`config.mk`:
```
export PLATFORM = sky130hd
export DESIGN_NAME = seq_carry_propagate_adder
export DESIGN_NICKNAME = d
export VERILOG_FILES = /design/src/rtl/seq_carry_propagate_adder.sv
export SDC_FILE = /design/constraint.sdc
export NUM_CORES = 1
export LEC_CHECK = 0
export CORE_MARGIN = 3
export CORE_UTILIZATION = 30
export CTS_CLUSTER_SIZE = 40
export DETAILED_ROUTE_END_ITERATION = 10
export SETUP_SLACK_MARGIN = 0.02
export SYNTH_ARGS = -nofsm -noshare
export SYNTH_HDL_FRONTEND = slang
export SYNTH_SLANG_ARGS = --single-unit
```
`constraint.sdc`:
```
create_clock -name clk -period 5.5 [get_ports clk]
set_input_delay 1.65 -clock clk [delete_from_list [all_inputs] [get_ports clk]]
set_output_delay 1.65 -clock clk [all_outputs]
set_load 0.03 [all_outputs]
```
`src/rtl/seq_carry_propagate_adder.sv`:
```
// seq_carry_propagate_adder
// Resolves the redundant sum/carry vector pair from the 4:2 compression tree
// into a single binary result. The pair is added CHUNK bits per cycle, with the
// carry between chunks held in a register. Operands arrive on a valid/ready
// handshake, and the result plus carry-out leave on a second one.

module seq_carry_propagate_adder #(
   parameter int unsigned WIDTH = 32,
   parameter int unsigned CHUNK = 8
) (
   input  logic             clk,
   input  logic             rst,
   input  logic             in_valid,
   output logic             in_ready,
   input  logic [WIDTH-1:0] S1,
   input  logic [WIDTH-1:0] S2,
   output logic             out_valid,
   input  logic             out_ready,
   output logic [WIDTH-1:0] result,
   output logic             cout
);

   localparam int unsigned NCHUNK = WIDTH / CHUNK;
   localparam int unsigned IDX_W  = (NCHUNK > 1) ? $clog2(NCHUNK) : 1;
   localparam logic [IDX_W-1:0] LAST_IDX = IDX_W'(NCHUNK - 1);

   localparam logic [1:0] ST_IDLE = 2'd0;
   localparam logic [1:0] ST_ADD  = 2'd1;
   localparam logic [1:0] ST_DONE = 2'd2;

   // Reject configurations where the chunks would not tile the operand exactly.
   if ((CHUNK == 0) || ((WIDTH % CHUNK) != 0)) begin : g_bad_param
      $error("seq_carry_propagate_adder: WIDTH must be a nonzero multiple of CHUNK");
   end

   logic [1:0]       state_q, state_d;
   logic [IDX_W-1:0] idx_q, idx_d;
   logic             carry_q, carry_d;
   logic [WIDTH-1:0] a_q, a_d;
   logic [WIDTH-1:0] b_q, b_d;
   logic [WIDTH-1:0] result_q, result_d;
   logic             cout_q, cout_d;

   int unsigned      lsb;
   logic [CHUNK-1:0] a_chunk;
   logic [CHUNK-1:0] b_chunk;
   logic [CHUNK-1:0] sum_chunk;
   logic             c_chunk;
   logic             last_chunk;

   // Chunk adder: operand slice for the current index plus the registered carry.
   always_comb begin
      lsb        = int'(idx_q) * CHUNK;
      a_chunk    = a_q[lsb +: CHUNK];
      b_chunk    = b_q[lsb +: CHUNK];
      {c_chunk, sum_chunk} = {1'b0, a_chunk} + {1'b0, b_chunk} + {{CHUNK{1'b0}}, carry_q};
      last_chunk = (idx_q == LAST_IDX);
   end

   // Next-state logic for the FSM, the operand capture, and the result assembly.
   always_comb begin
      state_d  = state_q;
      idx_d    = idx_q;
      carry_d  = carry_q;
      a_d      = a_q;
      b_d      = b_q;
      result_d = result_q;
      cout_d   = cout_q;
      case (state_q)
         ST_IDLE: begin
            if (in_valid) begin
               a_d     = S1;
               b_d     = S2;
               carry_d = 1'b0;
               idx_d   = '0;
               state_d = ST_ADD;
            end
         end
         ST_ADD: begin
            result_d[lsb +: CHUNK] = sum_chunk;
            carry_d = c_chunk;
            if (last_chunk) begin
               // Park the index at zero so the slice select never leaves the operand.
               idx_d   = '0;
               cout_d  = c_chunk;
               state_d = ST_DONE;
            end else begin
               idx_d = idx_q + IDX_W'(1);
            end
         end
         ST_DONE: begin
            if (out_ready) begin
               state_d = ST_IDLE;
            end
         end
         default: begin
            state_d = ST_IDLE;
            idx_d   = '0;
         end
      endcase
   end

   // State registers; asynchronous reset discards any in-flight transaction.
   always_ff @(posedge clk or posedge rst) begin
      if (rst) begin
         state_q  <= ST_IDLE;
         idx_q    <= '0;
         carry_q  <= 1'b0;
         a_q      <= '0;
         b_q      <= '0;
         result_q <= '0;
         cout_q   <= 1'b0;
      end else begin
         state_q  <= state_d;
         idx_q    <= idx_d;
         carry_q  <= carry_d;
         a_q      <= a_d;
         b_q      <= b_d;
         result_q <= result_d;
         cout_q   <= cout_d;
      end
   end

   // Handshake outputs decode the state register only, so they have no input-to-output paths.
   always_comb begin
      in_ready  = (state_q == ST_IDLE);
      out_valid = (state_q == ST_DONE);
      result    = result_q;
      cout      = cout_q;
   end

endmodule

```
==> metrics.yaml <==
crit_required_ns: 5.79
max_stage_delay_ns: 0.81
synth.avg_cell_area_um2: 15.2
syn_to_final_growth_pct: 32.9
finClkSkew_ns: 0.00779
yosysWarnings: 0
maxCapViolCount: 0
cp.arrival_ns: 4.04
n_fill_cell: 1346
grtUsageTotal_pct: 13.3
vias: 3010
numCtsBuffers: 9
p_total_uw: 4330
worst_hold_slack_ns: 0.485
cts_root_buf: "clkbuf_16"
synth-edff-count: 0
start_util_pct: 31.4
drive_gt1_share_pct: 25.4
cts.sinks: 102
async_flop_share_pct: 100
maxSlewViolCount: 0
slew_headroom_pct: 32.0
die_area_um2: 17100
outcome: "finished clean"
cpMostUsedCell: "fa_1"
synth_nets: 391
die_y_um: 131
grt_pass1_wl_mm: 17.3
placed_area_um2: 5900
synth_area_um2: 4670
top_layer_used: "met4"
place.gp.congestion: 0.734
clockBufferDepth: 2
ff_latch_area_um2: 2550
max_freq_mhz: 267
wirelength_mm: 10.8
drt_pre_antenna_iters: 4
via_per_inst: 5.00
cts_tree: "built"
crit_chain: "mux4_2 -> fa_1 -> fa_1 -> a21o_1 -> and4_1 -> o21ai_0 -> a32o_1"
tightest_slew_ns: 1.02
worstSetupPathType: "reg2reg"
grt_max_degree: 84
peakVddDrop_v: 0.000281
io_buffers: 102
path_delay_family: "compound AO/OA/AOI/OAI gates"
finalSetupViolations: 0
post-route-cell-area_um2: 6210
ant_nets: 0
postCtsHoldBufs: 0
wl_met3_um: 545
rsz0062_at_grt: "false"
fin_nets: 496
antenna_found_initial: 0
critPathSlowestCell: "dfrtp_1"
clk_latency_ns: 0.35
static-leakage-power_uw: 0.00260
synth_cell_types: 41
wl_per_cell_um: 17.9
powerDensity_nw_per_um2: 697
dp_hpwl_mm: 8.15
clk_pin_slew_ns: 0.07
synth_flop_cell: "dfrtp_1"
die_w_um: 131
core_um2: 14900
hold_class: "reg2reg"
path_max_fanout: 13
fin_crit_sh_pct: 68.2
path_buf_inv: 0
rows: 44
hold_viol_final: 0
end_kind: "flop"
drcViolationCount: 0
grt_pass1_vias: 3277
grt_overflow_total: 0
cts_setup_buffers: 0
io-pin-count: 103
synth_seq_cells: 102
post_cts_resized: 0
timing.setup.tns_ns: 0
layout_min_cycle_time_ns: 3.75
route.met2.wl_mm: 5.13
drt_iter0_markers: 137
wl_met1_mm: 4.94
htreeDepth: 3
diodes: 0
multi_input_area_um2: 2040
syn_inst: 308
ys_seq_area_share_pct: 54.6
crit_path_start_kind: "flop"
## report_power, final
group          internal, uW  total [uW]  leakage (uW)  switching (uW)
registers              1090        1300       0.00127             217
clock network           398         675      0.000152             277
logic                  1080        2350       0.00118            1270
total                  2560        4330       0.00260            1770
## registers in the layout, indices dropped and copies added, names as in the netlist
register,cells
b_q,32
result,32
carry_q,1
state_q,2
idx_q,2
a_q,32
cout,1
## logic make-up after synthesis
kind of cell	count (synthesis)	synth area share (%)
flops	102	54.6
buf+inv	18	1.87
xor+xnor	3	0.562
compound gates	58	9.82
mux	82	23.6
simple gates	30	5.25
fa+ha+maj	15	4.34
## final cells by class
type | instances | area share, %
Clock buffer | 10 | 3.69
Clock inverter | 6 | 1.39
Inverter | 6 | 0.403
Multi-Input combinational cell | 188 | 32.8
Sequential cell | 102 | 41.1
Tap cell | 184 | 3.71
Timing Repair Buffer | 106 | 16.9
## synth_stat cells, types with 3 or more instances
cell type  count  area share [%]
o21ai_0        3            0.32
inv_1          6            0.48
mux4_2        16             7.7
dfrtp_1      102              55
o211ai_1       3            0.48
nor4b_4        3             1.5
buf_2          7            0.75
ha_1          13             3.5
mux2_2        59              14
mux2_1         5             1.2
a22o_1        28             5.2
a21o_1         5            0.80
a32o_1         5             1.1
nand2_1        4            0.32
nor2_1         7            0.56
nand2_4        3            0.72
a21oi_1        7            0.75
## layout by cell type (no fill, tap or decap), drive strengths merged, types with 2 or more instances in the layout
cell           count
nand3              2
clkinv             3
nor2               8
a21o               5
nor3               2
mux2              64
o21a               2
mux4              16
a32o               5
clkdlybuf4s50    102
dfrtp            102
inv                6
clkbuf            10
nor4b              3
o21ai              3
a21oi              7
a22o              28
mux2i              2
a211oi             2
nand2              8
o211ai             3
buf                4
bufinv             2
xnor2              2
fa                 2
ha                13
## worst register-to-register path, cell delays in order (launching register included)
cell     delay [ns]
dfrtp_1        0.81
mux4_2         0.64
fa_1           0.47
fa_1           0.42
a21o_1         0.21
and4_1         0.21
o21ai_0        0.67
a32o_1         0.28
## per-stage QoR
| stage | std cells | utilization, % | setup WS, ns |
|---|---|---|---|
| floorplan | 308 | - | 1.17 |
| global placement | 586 | 39.7 | 1.69 |
| detailed placement | 586 | 39.7 | 1.64 |
| CTS | 602 | 41.8 | 1.70 |
| global route | 602 | 41.8 | 1.46 |
| finish | 602 | 41.8 | 1.75 |
## per-layer routing
layer	up-vias	track usage [%]
met2	81	21.6
met3	12	3.58
li1	1388	-
met5	-	0
met1	1529	17.6
met4	0	3.99
## path summary, 6_finish.rpt
check,slack [ns],to,depth (start not counted),start
max in group asynchronous,2.75,result[26],3,rst
min,0.49,a_q[18],1,a_q[18]
max reg2reg,1.75,result[14],7,idx_q[0]
min in group asynchronous,1.89,a_q[1],2,rst
max,1.75,result[14],7,idx_q[0]
min reg2reg,0.49,a_q[18],1,a_q[18]
Note: power is estimated with default switching activity, not from simulation.
